File: config.mk
export PLATFORM = sky130hd
export DESIGN_NAME = pixel_writer
export DESIGN_NICKNAME = d
export VERILOG_FILES = /design/src/rtl/pixel_writer_pkg.sv /design/src/rtl/pixel_writer_sync_fifo.sv /design/src/rtl/pixel_writer.sv
export SDC_FILE = /design/constraint.sdc
export NUM_CORES = 1
export LEC_CHECK = 0
export BUFFER_PORTS_ARGS = -buffer_cell sky130_fd_sc_hd__buf_2
export CORE_MARGIN = 3
export CORE_UTILIZATION = 60
export DETAILED_ROUTE_END_ITERATION = 8
export HOLD_SLACK_MARGIN = 0.06
export PLACE_DENSITY_LB_ADDON = 0.3
export REMOVE_ABC_BUFFERS = 1
export SYNTH_ARGS = -nofsm -noshare
export SYNTH_HDL_FRONTEND = slang
export SYNTH_SLANG_ARGS = --single-unit
File: constraint.sdc
create_clock -name clock -period 6 [get_ports clock]
set_input_delay 0 -clock clock [delete_from_list [all_inputs] [get_ports clock]]
set_output_delay 0 -clock clock [all_outputs]
set_load 0.02 [all_outputs]
File: src/rtl/pixel_writer_pkg.sv
// Shared types and helpers for the pixel writer: bus beat layout, FSM states,
// and the pixels-per-word calculation used to size the packer.
package pixel_writer_pkg;

    localparam int WORD_BYTES = 4;

    function automatic int ppw(input int pixel_bits);
        return 32 / pixel_bits;
    endfunction

    typedef struct packed {
        logic [31:0] addr;
        logic [31:0] data;
        logic        write;
    } avalon_wr_t;

    typedef enum logic [1:0] {
        PW_IDLE,
        PW_RUN,
        PW_DONE
    } pw_state_t;

endpackage

File: src/rtl/pixel_writer_sync_fifo.sv
// Show-ahead synchronous FIFO: dout always presents the oldest entry while
// non-empty. Synchronous reset empties it; storage is not cleared.
module sync_fifo #(
    parameter int WIDTH = 32,
    parameter int DEPTH = 8
) (
    input  logic             clock,
    input  logic             reset,
    input  logic             push,
    input  logic             pop,
    input  logic [WIDTH-1:0] din,
    output logic [WIDTH-1:0] dout,
    output logic             full,
    output logic             empty
);

    localparam int AW = (DEPTH > 1) ? $clog2(DEPTH) : 1;

    logic [WIDTH-1:0] mem_q [DEPTH];
    logic [AW-1:0]    wr_ptr_q, wr_ptr_d;
    logic [AW-1:0]    rd_ptr_q, rd_ptr_d;
    logic [AW:0]      count_q, count_d;
    logic             push_ok, pop_ok;

    // A push into a full FIFO is only legal when the head leaves in the same cycle.
    assign pop_ok  = pop && !empty;
    assign push_ok = push && (!full || pop_ok);

    always_comb begin
        wr_ptr_d = wr_ptr_q;
        rd_ptr_d = rd_ptr_q;
        count_d  = count_q;
        if (push_ok) wr_ptr_d = wr_ptr_q + AW'(1);
        if (pop_ok)  rd_ptr_d = rd_ptr_q + AW'(1);
        case ({push_ok, pop_ok})
            2'b10:   count_d = count_q + (AW+1)'(1);
            2'b01:   count_d = count_q - (AW+1)'(1);
            default: count_d = count_q;
        endcase
    end

    always_ff @(posedge clock) begin
        if (reset) begin
            wr_ptr_q <= '0;
            rd_ptr_q <= '0;
            count_q  <= '0;
        end else begin
            wr_ptr_q <= wr_ptr_d;
            rd_ptr_q <= rd_ptr_d;
            count_q  <= count_d;
        end
    end

    always_ff @(posedge clock) begin
        if (push_ok) mem_q[wr_ptr_q] <= din;
    end

    assign dout  = mem_q[rd_ptr_q];
    assign full  = (count_q == (AW+1)'(DEPTH));
    assign empty = (count_q == '0);

endmodule

File: src/rtl/pixel_writer.sv
// Packs a raster-order pixel stream into 32-bit words and writes one frame to
// a linear framebuffer over an Avalon-MM write master, then pulses frame_done.
module pixel_writer
    import pixel_writer_pkg::*;
#(
    parameter int H_RESOLUTION = 256,
    parameter int V_RESOLUTION = 192,
    parameter int PIXEL_BITS   = 16,
    parameter int FIFO_DEPTH   = 8
) (
    input  logic                  clock,
    input  logic                  reset,
    input  logic                  start,
    input  logic [31:0]           pixel_buffer,
    input  logic                  pix_valid,
    output logic                  pix_ready,
    input  logic [PIXEL_BITS-1:0] pix_color,
    output logic [31:0]           m1_address,
    output logic [31:0]           m1_writedata,
    output logic                  m1_write,
    input  logic                  m1_waitrequest,
    output logic                  busy,
    output logic                  frame_done
);

    localparam int PPW          = ppw(PIXEL_BITS);
    localparam int TOTAL_PIXELS = H_RESOLUTION * V_RESOLUTION;
    localparam int TOTAL_WORDS  = TOTAL_PIXELS / PPW;
    localparam int LW           = (PPW > 1) ? $clog2(PPW) : 1;
    localparam int WW           = $clog2(TOTAL_WORDS + 1);
    localparam int CW           = $clog2(TOTAL_PIXELS + 1);

    if (PIXEL_BITS != 8 && PIXEL_BITS != 16 && PIXEL_BITS != 32) begin : g_bad_pixel_bits
        $error("pixel_writer: PIXEL_BITS must be 8, 16 or 32");
    end
    if (TOTAL_PIXELS % PPW != 0) begin : g_bad_frame_size
        $error("pixel_writer: frame size is not a whole number of words");
    end
    if (FIFO_DEPTH < 2 || (FIFO_DEPTH & (FIFO_DEPTH - 1)) != 0) begin : g_bad_fifo_depth
        $error("pixel_writer: FIFO_DEPTH must be a power of 2 and at least 2");
    end

    pw_state_t      state_q, state_d;
    logic [31:0]    base_q, base_d;
    logic [WW-1:0]  word_idx_q, word_idx_d;
    logic [CW-1:0]  pix_cnt_q, pix_cnt_d;
    logic [LW-1:0]  lane_q, lane_d;
    logic [31:0]    pack_q, pack_d;

    logic           xfer, push, pop, fifo_full, fifo_empty;
    logic [31:0]    packed_word, fifo_dout;
    avalon_wr_t     m1;

    sync_fifo #(.WIDTH(32), .DEPTH(FIFO_DEPTH)) u_fifo (
        .clock (clock),
        .reset (reset),
        .push  (push),
        .pop   (pop),
        .din   (packed_word),
        .dout  (fifo_dout),
        .full  (fifo_full),
        .empty (fifo_empty)
    );

    // Bus fields are gated to 0 when idle so every output reads 0 out of reset.
    always_comb begin
        m1       = '0;
        m1.write = !fifo_empty;
        if (!fifo_empty) begin
            m1.data = fifo_dout;
            m1.addr = base_q + 32'(word_idx_q) * 32'(WORD_BYTES);
        end
    end

    assign m1_address   = m1.addr;
    assign m1_writedata = m1.data;
    assign m1_write     = m1.write;

    assign pix_ready = (state_q == PW_RUN) && !fifo_full && (pix_cnt_q < CW'(TOTAL_PIXELS));
    assign xfer      = pix_valid && pix_ready;
    assign push      = xfer && (lane_q == LW'(PPW - 1));
    assign pop       = m1.write && !m1_waitrequest;

    always_comb begin
        packed_word = pack_q;
        packed_word[lane_q*PIXEL_BITS +: PIXEL_BITS] = pix_color;
    end

    always_comb begin
        state_d    = state_q;
        base_d     = base_q;
        word_idx_d = word_idx_q;
        pix_cnt_d  = pix_cnt_q;
        lane_d     = lane_q;
        pack_d     = pack_q;
        case (state_q)
            PW_IDLE: begin
                if (start) begin
                    state_d    = PW_RUN;
                    base_d     = {pixel_buffer[31:2], 2'b00};
                    word_idx_d = '0;
                    pix_cnt_d  = '0;
                    lane_d     = '0;
                    pack_d     = '0;
                end
            end
            PW_RUN: begin
                if (xfer) begin
                    pix_cnt_d = pix_cnt_q + CW'(1);
                    pack_d    = packed_word;
                    lane_d    = push ? '0 : lane_q + LW'(1);
                end
                if (pop) begin
                    word_idx_d = word_idx_q + WW'(1);
                    if (word_idx_q == WW'(TOTAL_WORDS - 1)) state_d = PW_DONE;
                end
            end
            PW_DONE: state_d = PW_IDLE;
            default: state_d = PW_IDLE;
        endcase
    end

    always_ff @(posedge clock) begin
        if (reset) begin
            state_q    <= PW_IDLE;
            base_q     <= '0;
            word_idx_q <= '0;
            pix_cnt_q  <= '0;
            lane_q     <= '0;
            pack_q     <= '0;
        end else begin
            state_q    <= state_d;
            base_q     <= base_d;
            word_idx_q <= word_idx_d;
            pix_cnt_q  <= pix_cnt_d;
            lane_q     <= lane_d;
            pack_q     <= pack_d;
        end
    end

    assign busy       = (state_q != PW_IDLE);
    assign frame_done = (state_q == PW_DONE);

endmodule

Word-level counts from Yosys, hierarchy flattened
Memories as Yosys holds them, arrays and structs flattened. A register that Yosys moved wholly into a read port is not among the register bits.
Index checks and enable logic that the tools add are counted.
{"block": "classes", "mux": 24, "shift": 2, "add_sub_neg": 9, "eq_ne": 10, "order_cmp": 1, "reduce_logical": 20}
{"operator": "32-bit 2-to-1 mux", "n": 2}
{"operator": "64-bit 2-to-1 mux", "n": 1}
{"operator": "32-bit case mux with 2 select lines", "n": 1}
{"operator": "5-bit negation with 34-bit output", "n": 1}
{"operator": "16-bit by 34-bit variable shift with 32-bit output (first input constant)", "n": 1}
{"operator": "16-bit by 34-bit indexed part select with 32-bit output", "n": 1}
{"operator": "32-bit by 17-bit adder with 32-bit output", "n": 1}
{"operator": "32-bit bitwise mux", "n": 1}
{"operator": "16-bit 2-to-1 mux", "n": 2}
{"operator": "16-bit case mux with 2 select lines", "n": 1}
{"operator": "15-bit 2-to-1 mux", "n": 2}
{"operator": "15-bit case mux with 2 select lines", "n": 1}
{"operator": "16-bit by 1-bit adder with 16-bit output (second input constant)", "n": 1}
{"operator": "16-bit less-than comparator (second input constant)", "n": 1}
{"operator": "15-bit by 1-bit adder with 15-bit output (second input constant)", "n": 1}
{"operator": "15-bit equality test (second input constant)", "n": 1}
{"operator": "3-bit AND reduction", "n": 3}
{"operator": "4-bit case mux with 2 select lines", "n": 1}
{"operator": "1-bit logical AND", "n": 7}
{"operator": "3-bit by 1-bit adder with 3-bit output (second input constant)", "n": 2}
{"operator": "2-bit 2-to-1 mux", "n": 3}
{"operator": "3-bit 2-to-1 mux", "n": 2}
{"operator": "2-bit nonzero test", "n": 3}
{"operator": "1-bit 2-to-1 mux", "n": 5}
{"operator": "other kinds (15)", "n": 21}
{"block": "word_totals", "mem_count": 1, "register_bits": 106, "out_inout_bits": 68, "word_cells": 76, "ramBits": 256}
{"memory": "u_fifo.mem_q", "words": 8, "width": 32, "rd": 1, "rd_clocked_by_memory_dff": 1, "write_ports": 1, "line": "pixel_writer_sync_fifo.sv:19", "text": "logic [WIDTH-1:0] mem_q [DEPTH];"}

Longest topological paths before layout
Gate-level depths: netlist of the first run.
{"block": "depth", "ltp_word": 9, "ltp_mapped": 13, "depth_no_buf": 11}

Cells and area by module
From an unflattened synthesis of the first run, not the netlist that was laid out.
{"block": "unflattened", "cells_unflattened": 1171, "area_unflattened_um2": 16027.9}
{"module": "sync_fifo", "area_each_um2": 10510.1, "instances": 1, "seq_area_each_um2": 7947.6, "cells_per_inst": 453}
{"module": "pixel_writer", "area_each_um2": 5517.8, "instances": 1, "seq_area_each_um2": 1921.8, "cells_per_inst": 718}

Least setup slack after synthesis of the first run
OpenSTA, ideal clock, no wires.
{"block": "synth_path", "kind": "reg-to-reg", "start": "register u_fifo.count_q[0]", "end": "memory u_fifo.mem_q[0][0], enable pin", "arrival_time_ns": 4.745, "n_path_buf": 1, "setup_slack_ns": 0.754, "synth_period_minus_slack_ns": 5.246, "setup_ns": 0.501, "path_stages_with_launch": 7, "cell_sequence": "dfxtp_1 > nor4b_2 > nor3_1 > and3_1 > clkbuf_1 > inv_1 > nor4_1"}
{"block": "synth_via", "elab_chain_len": 9}
{"item": "start: declaration", "line": "pixel_writer_sync_fifo.sv:22", "text": "logic [AW:0] count_q, count_d;"}
{"item": "start signal: assignment", "line": "pixel_writer_sync_fifo.sv:50", "text": "count_q <= count_d;"}
{"item": "4-bit equality test", "line": "pixel_writer_sync_fifo.sv:59", "text": "assign full = (count_q == (AW+1)'(DEPTH));"}
{"item": "1-bit zero test", "line": "pixel_writer.sv:79", "text": "assign pix_ready = (state_q == PW_RUN) && !fifo_full && (pix_cnt_q < CW'(TOTAL_PIXELS));"}
{"item": "1-bit logical AND (2 in series)", "line": "pixel_writer.sv:79"}
{"item": "via pix_ready", "line": "pixel_writer.sv:16", "text": "output logic pix_ready,"}
{"item": "1-bit logical AND", "line": "pixel_writer.sv:80", "text": "assign xfer = pix_valid && pix_ready;"}
{"item": "1-bit logical AND", "line": "pixel_writer.sv:81", "text": "assign push = xfer && (lane_q == LW'(PPW - 1));"}
{"item": "1-bit logical AND", "line": "pixel_writer_sync_fifo.sv:27", "text": "assign push_ok = push && (!full || pop_ok);"}
{"item": "1-bit 2-to-1 mux", "line": "pixel_writer_sync_fifo.sv:55", "text": "if (push_ok) mem_q[wr_ptr_q] <= din;"}
{"item": "1-bit 2-to-1 mux (implied by the code)", "line": "pixel_writer_sync_fifo.sv:55"}
{"item": "end: declaration", "line": "pixel_writer_sync_fifo.sv:19"}
The timed path passes the listed nets, and every way through them passes these cells.

Worst setup path in the final report of the first run
{"block": "layout_path", "start": "register word_idx_q[0]", "end": "output m1_address[30]"}
{"block": "layout_via", "elab_chain_len": 2}
{"item": "start: declaration", "line": "pixel_writer.sv:45", "text": "logic [WW-1:0] word_idx_q, word_idx_d;"}
{"item": "start signal: assignment", "line": "pixel_writer.sv:134", "text": "word_idx_q <= word_idx_d;"}
{"item": "32-bit by 17-bit adder with 32-bit output", "line": "pixel_writer.sv:71", "text": "m1.addr = base_q + 32'(word_idx_q) * 32'(WORD_BYTES);"}
{"item": "64-bit 2-to-1 mux", "line": "pixel_writer.sv:69", "text": "if (!fifo_empty) begin"}
{"item": "end: declaration", "line": "pixel_writer.sv:18", "text": "output logic [31:0] m1_address,"}
Every way passes these cells.

==> results of run 1 <==
[cell usage in the layout, fill, tap and decap left out, drive strengths merged, types with 2 or more instances in the layout]
| cell | count |
|---|---|
| a211oi | 8 |
| a21boi | 2 |
| a21o | 8 |
| a21oi | 59 |
| a221oi | 2 |
| a31o | 3 |
| a31oi | 4 |
| and2 | 6 |
| and3 | 11 |
| and4 | 2 |
| buf | 134 |
| bufinv | 2 |
| clkbuf | 51 |
| clkinv | 14 |
| conb | 2 |
| dfxtp | 109 |
| dlygate4sd3 | 49 |
| edfxtp | 256 |
| ha | 22 |
| inv | 11 |
| mux2 | 32 |
| mux2i | 67 |
| mux4 | 64 |
| nand2 | 94 |
| nand2b | 6 |
| nand3 | 20 |
| nand4 | 5 |
| nor2 | 141 |
| nor2b | 4 |
| nor3 | 21 |
| nor4 | 4 |
| nor4bb | 3 |
| o21a | 5 |
| o21ai | 14 |
| or3 | 5 |
| xnor2 | 35 |
| xor2 | 17 |
[worst max path at each step]
stage	endpoint	cells past startpoint	slack, ns
floorplan	u_fifo.mem_q[0][0]	5	0.82
global placement	u_fifo.mem_q[0][17]	6	3.00
detailed placement	u_fifo.mem_q[0][11]	6	2.97
CTS	m1_address[30]	9	2.82
global route	m1_address[30]	9	2.65
finish	m1_address[30]	9	2.75
[synthesized netlist by cell type (2+ instances only)]
| library cell | count |
|---|---|
| o21ai_0 | 13 |
| clkbuf_1 | 39 |
| nand2_1 | 94 |
| a21oi_1 | 59 |
| nand3_1 | 20 |
| nor2b_1 | 4 |
| mux4_2 | 64 |
| nor2_1 | 141 |
| nand4_1 | 3 |
| a211oi_1 | 8 |
| xor2_1 | 17 |
| nand2b_1 | 6 |
| mux2i_1 | 67 |
| nor3_1 | 20 |
| xnor2_1 | 35 |
| nor4bb_1 | 3 |
| a21boi_0 | 2 |
| nor4_1 | 3 |
| mux2_2 | 32 |
| buf_2 | 7 |
| and2_1 | 6 |
| o21a_1 | 5 |
| inv_1 | 9 |
| edfxtp_1 | 256 |
| a31oi_1 | 4 |
| or3_1 | 5 |
| a21o_1 | 8 |
| dfxtp_1 | 109 |
| and3_1 | 11 |
| buf_4 | 5 |
| ha_1 | 22 |
| a31o_2 | 3 |
| buf_1 | 4 |
[stage by stage]
step | hold WS, ns | setup WS, ns | cells | util | cell area (um2)
6_report | 0.0881 | 2.75 | 1637 | 0.719 | 18200
5_1_grt | 0.128 | 2.65 | 1637 | 0.719 | 18200
4_1_cts | 0.0729 | 2.82 | 1637 | 0.719 | 18200
3_5_place_dp | 0.247 | 2.97 | 1519 | 0.652 | 16500
3_3_place_gp | 0.242 | 3.00 | 1519 | 0.652 | 16500
2_1_floorplan | 0.0691 | 0.819 | 1055 | - | 15300
[cell type report]
cell class | instances | share of cell area
Timing Repair Buffer | 183 | 0.0662
Inverter | 10 | 0.00206
Multi-Input combinational cell | 680 | 0.300
Clock inverter | 18 | 0.00914
Sequential cell | 365 | 0.542
Tap cell | 330 | 0.0227
Clock buffer | 51 | 0.0577
[power by group through the flow]
stage                     Combinational (W)  Sequential [W]  Clock [W]
final                              0.000367         0.00277    0.00226
after CTS                          0.000367         0.00277    0.00229
after global placement             0.000330         0.00282          0
after detailed placement           0.000340         0.00282          0
after global routing               0.000401         0.00277    0.00239
after floorplan                    0.000228         0.00283          0
[registers in the layout, summed over array words and instances (netlist names), named ones only]
| register | cells |
|---|---|
| pix_cnt_q | 16 |
| word_idx_q | 15 |
| lane_q | 1 |
| u_fifo.rd_ptr_q | 3 |
| u_fifo.count_q | 4 |
| state_q | 2 |
| base_q | 30 |
| u_fifo.wr_ptr_q | 3 |
| pack_q | 32 |
| u_fifo.mem_q | 256 |
[logic make-up (layout without fill, tap and decap cells)]
kind of cell             after synthesis  count (layout)  synth area share
flip-flops                           365             365             0.634
AO/OA/AOI/OAI                        114             114            0.0456
multiplexers                         163             163             0.159
XOR/XNOR                              52              52            0.0293
buffers and inverters                 67             262            0.0185
AND/OR/NAND/NOR                      326             326            0.0946
adder cells (fa/ha/maj)               23              23            0.0190
other                                  1               2          0.000241
[worst max-delay path: stages, from the launching register on]
cell and delay [ns]:
dfxtp_1 0.46, ha_1 0.26, fa_1 0.23, nand3_1 0.16, a211oi_1 0.45, o21ai_1 0.24, a21oi_1 0.44, a21oi_1 0.12
a31o_2 0.24, buf_2 0.16
[routing by layer]
layer	global-route usage	share of wire	up-vias
met5	0	0	-
met4	0.0742	0.022	0
met3	0.0323	0.049	60
met2	0.392	0.50	253
met1	0.312	0.43	4651
li1	-	-	4462
==> results.ini, run 1 <==
[setup_path]
reg2reg_from=u_fifo.count_q[1]
start_kind=flip-flop
cp.required_ns=6.00
r2r_end=u_fifo.mem_q[0][7]
endpoint_kind=output pin
crit_fanout=5
rr_worst_depth=6
crit_type=flip-flop to output pin
r2r_setup_slack_ns=2.92
cp-startpoint=word_idx_q[0]
cp.arrival_ns=3.25

[synth]
synth.distinct_cells=60
syn_inst=1111
synth_seq_cells=365
synth-edff-count=256
async_reset_ff_frac=0
synth_seq_area_share=0.634
synth_area_per_cell_um2=14.0
synth_top_area_share=0.494
synthFlopType=edfxtp_1
yosys.area.top_type=edfxtp_1
synthesis.area_um2=15600
yosys_warnings=0
synthTopCellsByArea=edfxtp_1 (49%), dfxtp_1 (14%), mux4_2 (9.3%)

[cts]
clkSinkCount=365
clk_latency_ns=0.53
cts_tree=yes
cts.clk_slew.worst_paths_ns=0.06
cts_setup_buffers=0
cts_resized=0
cts-root-buf=clkbuf_16
numCtsBuffers=38
htree_levels=2
cts_max_path_buffers=3
holdBufCountCts=49

[timing]
maxSlewViolCount=0
setup-tns-final_ns=0
clock.fmax_mhz=308
tightest_slew_ns=1.16
finClkSkew_ns=0.0158
setup_viol=0
min_period_ns=3.25
rsz0062_at_grt=false
finalCritPeriodShare=0.542
hold_violations=0
relSlewSlack=0.229

[drt]
antenna_left=0
drc_errors=0
viasPerCell=5.76
wl_per_cell_um=19.7
finalWirelength_mm=32.2
first_iter_violations=750
vias=9426
first_pass_iters=5

[floorplanning]
die_area_um2=27900
die_x_um=167
chipHeight_um=167
ioPinCount=121
core_um2=25300
initial_core_util=0.615
num_rows=58

[power_and_ir_drop]
vdd_drop_max_mv=0.353
intPower_w=0.00422
powerDensity_nw_per_um2=296
p_comb_frac=0.068
p_sw_frac=0.218
p_sw_w=0.00118
seqPwrFrac=0.513
finalPower_w=0.00540
p_leak_nw=6.46
clockPowerShare=0.419

[global_route]
grt_max_degree=65
grt_pass1_wl_mm=51.1
grtUsageTotal=0.231
antenna_found_initial=0
grt.overflow.total=0
grt_pass1_vias=9583

[min_path]
hp-class=primary input to flip-flop
min_path_cells=2
whs_endpoint=u_fifo.count_q[1]
hp-start=reset

[finish]
n_antenna_cell=0
final_layout_size_suffix_gt1_frac=0.239
syn2layout_area_growth_pct=17.0
final_nets=1354
fillerInstances=1652
seqCellArea_um2=9880
multi_input_area_um2=5460

[status]
status=finished clean

[placement]
dp_hpwl_mm=18.0
numPortBuffers=116
routabilityCongestion=0.866

[job]
cap_viol_max_count=0

No activity file was read; power rests on OpenSTA's default activity.
==> run 2, diff against run 1 <==
clock period = 3.15 ns   (was 6 ns; I/O delays follow)
==> results.ini, run 2 (same netlist as run 1, synthesis figures left out) <==
[drt]
vias=9696  ; +2.9%
finalWirelength_mm=33.0  ; +2.4%
met2_length_mm=16.7  ; +3.2%
viasPerCell=5.81  ; +0.89%
wl_per_cell_um=19.7  ; +0.42%
first_pass_iters=5  ; unchanged
drc_errors=0  ; unchanged
wl_met3_mm=1.63  ; +2.8%
first_iter_violations=712  ; -5.1%
maxUsedRoutingLayer=met4
antenna_left=0  ; unchanged
wl_met1_mm=13.9  ; +0.90%

[floorplanning]
die_x_um=167  ; unchanged
core_um2=25300  ; unchanged
die_area_um2=27900  ; unchanged
ioPinCount=121  ; unchanged
initial_core_util=0.615  ; unchanged
num_rows=58  ; unchanged
chipHeight_um=167  ; unchanged

[finish]
reg.largest.list=u_fifo.mem_q (256), pack_q (32), base_q (30)
largest_register_ffs=256  ; unchanged
fillerInstances=1545  ; -6.5%
multi_input_area_um2=5480  ; +0.37%
regMostFlops=u_fifo.mem_q
syn2layout_area_growth_pct=19.7
seqCellArea_um2=9880  ; unchanged
final_cell_mix=edfxtp_1 (256), nor2_1 (138), buf_2 (116)
final_layout_size_suffix_gt1_frac=0.237  ; -0.00197
final_nets=1386  ; +2.4%
n_antenna_cell=0  ; unchanged
final_common_cell=edfxtp_1

[global_route]
antenna_found_initial=0  ; unchanged
grtUsageTotal=0.237  ; +0.00593
grt_max_degree=62  ; -4.6%
grt_pass1_wl_mm=52.7  ; +3.1%
grt_pass1_vias=9989  ; +4.2%
grt.overflow.total=0  ; unchanged

[setup_path]
slowest_stage=dfxtp_1
reg2reg_from=u_fifo.count_q[0]
endpoint_kind=output pin
path_cells=ha_1 -> fa_1 -> nand3_1 -> a211oi_2 -> o211ai_1 -> a311oi_1 -> nor3_1 -> nor3b_1 -> buf_2
cp-startpoint=word_idx_q[0]
rr_worst_depth=11  ; +5
r2r_end=u_fifo.count_q[2]
crit_fanout=5  ; unchanged
r2r_setup_slack_ns=0.24  ; -2.68 ns
start_kind=flip-flop
cp.arrival_ns=2.98  ; -0.27 ns
crit_type=flip-flop to output pin
cp.required_ns=3.15  ; -2.85 ns
critPathMaxStageDelay_ns=0.45  ; about the same

[timing]
maxSlewViolCount=0  ; unchanged
rsz0062_at_grt=false
setup-tns-final_ns=0  ; unchanged
finalCritPeriodShare=0.946
holdWs_ns=0.271  ; +0.183 ns
clock.fmax_mhz=336
min_period_ns=2.98
hold_violations=0  ; unchanged
setup_viol=0  ; unchanged
tightest_slew_ns=0.802  ; -0.354 ns
finClkSkew_ns=0.0105  ; -0.00538 ns
relSlewSlack=0.465  ; +0.236

[cts]
cts_setup_buffers=0  ; unchanged
htree_levels=2  ; unchanged
cts_tree=yes
clk_latency_ns=0.52  ; about the same
numCtsBuffers=38  ; unchanged
cts.clk_slew.worst_paths_ns=0.06  ; about the same
cts_max_path_buffers=3  ; unchanged
cts-root-buf=clkbuf_16
clkSinkCount=365  ; unchanged

[min_path]
whs_endpoint=base_q[27]
hp-start=pixel_buffer[27]
hp-class=primary input to flip-flop
min_path_cells=4  ; +2

[job]
cap_viol_max_count=0  ; unchanged

[power_and_ir_drop]
p_sw_w=0.00224  ; +90%
p_sw_frac=0.216  ; -0.00260
p_leak_nw=6.67  ; +3.2%
powerDensity_nw_per_um2=557  ; +88%
vdd_drop_max_mv=0.511  ; +45%
clockPowerShare=0.421  ; +0.002
seqPwrFrac=0.507  ; -0.006
intPower_w=0.00814  ; +93%
p_comb_frac=0.072  ; +0.004

[status]
status=finished clean

[placement]
routabilityCongestion=0.870  ; +0.44%
dp_hpwl_mm=18.5  ; +2.8%
numPortBuffers=116  ; unchanged

run 2: metrics by stage:
stage	setup WS (ns)	util	instance area, um2	power (W)	cells
6_report	0.169	0.736	18600	0.0104	1669
5_1_grt	0.0376	0.736	18600	0.0107	1669
4_1_cts	0.0578	0.735	18600	0.0104	1669
3_5_place_dp	0.276	0.658	16700	0.00604	1527
3_3_place_gp	0.374	0.658	16700	0.00601	1527
2_1_floorplan	-2.03	-	15300	0.00582	1055
run 2: worst max path at each step:
stage	slack [ns]	endpoint
2_1_floorplan	-2.03	u_fifo.mem_q[0][0]
3_3_place_gp	0.37	u_fifo.count_q[2]
3_5_place_dp	0.28	u_fifo.count_q[2]
4_1_cts	0.06	m1_address[26]
5_1_grt	0.04	m1_address[29]
6_report	0.17	m1_address[28]
run 2: metal layers:
metal	track usage	vias up
met2	0.401	288
met3	0.0370	64
met5	0	-
met4	0.0771	0
met1	0.318	4808
li1	-	4536
run 2: critical path: cells and delay by family (launching register included):
kind / cells / cell delay [ns]
adder cells (fa/ha/maj): 2 / 0.48
AND/OR/NAND/NOR: 3 / 0.52
flip-flops: 1 / 0.45
AO/OA/AOI/OAI: 3 / 0.80
buffers and inverters: 1 / 0.22
run 2: layout make-up:
class                      instances  area share
clock buffer                      53      0.0568
clock inverter                    16     0.00920
inverter                          10     0.00201
multi-input combinational        680       0.294
sequential                       365       0.530
tap                              330      0.0222
timing repair buffer             215      0.0855
run 2: what timing repair did:
item	CTS	global route
hold buffers	73	0
setup endpoints to repair	0	10
gates resized for setup	0	5
hold endpoints to repair	332	0
run 2: power groups by stage:
stage	Combinational, W	Sequential [W]	Clock (W)
floorplan	0.000435	0.00538	0
global placement	0.000646	0.00537	0
detailed placement	0.000665	0.00537	0
CTS	0.000742	0.00527	0.00442
global route	0.000812	0.00528	0.00462
finish	0.000745	0.00527	0.00437
==> run 3, diff against run 2 <==
CORE_UTILIZATION = 62   (was 60)
CTS_BUF_LIST = sky130_fd_sc_hd__clkbuf_8   (was unset)
==> results.ini, run 3 (same netlist as run 1, synthesis figures left out) <==
[status]
status=finished clean

[cts]
cts.clk_slew.worst_paths_ns=0.06  ; about the same
clkSinkCount=365  ; unchanged
clk_latency_ns=0.59  ; +0.07 ns
cts-root-buf=clkbuf_8
numCtsBuffers=55  ; +45%
htree_levels=2  ; unchanged
cts_tree=yes
cts_max_path_buffers=3  ; unchanged
cts_setup_buffers=0  ; unchanged

[setup_path]
reg2reg_from=u_fifo.count_q[0]
cp.required_ns=3.15  ; about the same
critPathMaxStageDelay_ns=0.42  ; -0.03 ns
endpoint_kind=output pin
slowest_stage=dfxtp_1
critical_path.top_delay_family=compound AO/OA/AOI/OAI gates
r2r_end=u_fifo.count_q[2]
start_kind=flip-flop
cp.arrival_ns=3.03  ; +0.05 ns
rr_worst_depth=11  ; unchanged
r2r_setup_slack_ns=0.31  ; +0.07 ns
crit_type=flip-flop to output pin
path_buf_inv=1  ; unchanged
path_cells=ha_1 -> a21o_1 -> a221o_1 -> o211ai_1 -> a311oi_2 -> o21ai_0 -> nor3b_1 -> buf_2
crit_fanout=6  ; +1

[finish]
seqCellArea_um2=9880  ; about the same
final_cell_mix=edfxtp_1 (256), nor2_1 (138), buf_2 (116)
syn2layout_area_growth_pct=17.6
final_layout_size_suffix_gt1_frac=0.253  ; +0.0162
post-route-util=0.748  ; +0.0122
fillerInstances=1479  ; -4.3%
multi_input_area_um2=5510  ; +0.46%
n_antenna_cell=0  ; unchanged
final_nets=1382  ; -0.29%
regMostFlops=u_fifo.mem_q
fin_cells=1676  ; +0.42%
reg.largest.list=u_fifo.mem_q (256), pack_q (32), base_q (30)
final_common_cell=edfxtp_1
largest_register_ffs=256  ; unchanged

[power_and_ir_drop]
powerDensity_nw_per_um2=526  ; -5.5%
vdd_drop_max_mv=0.410  ; -20%
p_leak_nw=6.58  ; -1.3%
finalPower_w=0.00963  ; -7.2%

[timing]
finClkSkew_ns=0.0303  ; +0.0199 ns
min_period_ns=3.03  ; +0.0477 ns
relSlewSlack=0.406  ; -0.0590
maxSlewViolCount=0  ; unchanged
rsz0062_at_grt=false
setup_viol=0  ; unchanged
finalCritPeriodShare=0.961  ; +0.0151
hold_violations=0  ; unchanged
tightest_slew_ns=0.891  ; +0.0885 ns
setup-tns-final_ns=0  ; unchanged
clock.fmax_mhz=330  ; -1.6%

[global_route]
grt_pass1_vias=9779  ; -2.1%
antenna_found_initial=1  ; +1
grtUsageTotal=0.241  ; +0.00474
grt_pass1_wl_mm=50.7  ; -3.8%
grt.overflow.total=0  ; unchanged
grt_max_degree=63  ; +1.6%

[job]
cap_viol_max_count=0  ; unchanged

[floorplanning]
chipHeight_um=164  ; -1.6%
ioPinCount=121  ; unchanged
initial_core_util=0.636  ; +0.0217
core_um2=24500  ; -3.4%
num_rows=57  ; -1.7%
die_x_um=164  ; -1.6%
die_area_um2=27000  ; -3.1%

[drt]
drc_errors=0  ; unchanged
antenna_left=0  ; unchanged
vias=9745  ; +0.51%
first_pass_iters=5  ; unchanged
finalWirelength_mm=32.1  ; -2.7%
viasPerCell=5.81  ; about the same
wl_per_cell_um=19.1  ; -3.1%
first_iter_violations=789  ; +11%

[min_path]
hp-class=primary input to flip-flop
min_path_cells=4  ; unchanged
whs_endpoint=base_q[5]
hp-start=pixel_buffer[5]

[placement]
dp.cells=1521  ; -0.39%
dp_hpwl_mm=18.6  ; +0.61%
numPortBuffers=116  ; unchanged
routabilityCongestion=0.833  ; -4.2%

[run 3: changes by cell type in the layout (fill, tap and decap cells not counted), sizes merged]
cell and change:
inv +26, dlygate4sd3 -21, clkbuf +8, bufinv -2
clkinv +1, clkinvlp +1
[run 3: timing repair]
action / in CTS / in global routing
pin swaps: 0 / 1
endpoints found under the setup margin: 2 / 12
gates resized for setup: 1 / 8
endpoints found under the hold margin: 339 / 0
hold buffers: 52 / 0
[run 3: cell type report]
| type | count | share of cell area |
|---|---|---|
| clock buffer | 61 | 0.0459 |
| tap | 324 | 0.0222 |
| sequential | 365 | 0.540 |
| inverter | 10 | 0.00205 |
| timing repair buffer | 194 | 0.0770 |
| clock inverter | 42 | 0.0120 |
| multi-input combinational | 680 | 0.301 |
[run 3: how the worst max path moves through the flow]
| stage | from | depth (start not counted) | slack (ns) | endpoint |
|---|---|---|---|---|
| 6_report | word_idx_q[7] | 8 | 0.12 | m1_address[28] |
| 5_1_grt | word_idx_q[0] | 9 | 0.0006 | m1_address[28] |
| 4_1_cts | word_idx_q[0] | 9 | 0.04 | m1_address[28] |
| 3_5_place_dp | u_fifo.count_q[1] | 11 | 0.23 | u_fifo.count_q[2] |
| 3_3_place_gp | u_fifo.count_q[0] | 11 | 0.39 | u_fifo.count_q[2] |
| 2_1_floorplan | u_fifo.count_q[1] | 5 | -2.03 | u_fifo.mem_q[0][0] |
[run 3: report_power, final]
group / switching [W] / internal (W) / leakage (nW)
combinational: 0.000423 / 0.000304 / 2.71
sequential: 0.0000465 / 0.00522 / 3.24
clock: 0.00176 / 0.00188 / 0.631
total: 0.00223 / 0.00740 / 6.58
[run 3: layer usage]
| layer | GRT usage | vias to the layer above | routed length (um) |
|---|---|---|---|
| met2 | 0.405 | 312 | 16300 |
| li1 | - | 4538 | - |
| met5 | 0 | - | 13 |
| met4 | 0.0793 | 2 | 584 |
| met3 | 0.0441 | 46 | 1890 |
| met1 | 0.323 | 4847 | 13300 |
[run 3: worst min-delay path: stages]
cell and delay [ns]:
dlygate4sd3_1 0.53, buf_2 0.12, nand2_1 0.05, a21oi_1 0.05
[run 3: stage by stage]
| stage | area (um2) | worst slack [ns] | hold WS [ns] |
|---|---|---|---|
| 3_3_place_gp | 16700 | 0.386 | 0.240 |
| 4_1_cts | 18300 | 0.0411 | 0.176 |
| 2_1_floorplan | 15300 | -2.03 | 0.0691 |
| 3_5_place_dp | 16700 | 0.230 | 0.247 |
| 5_1_grt | 18300 | 0.000628 | 0.212 |
| 6_report | 18300 | 0.122 | 0.215 |
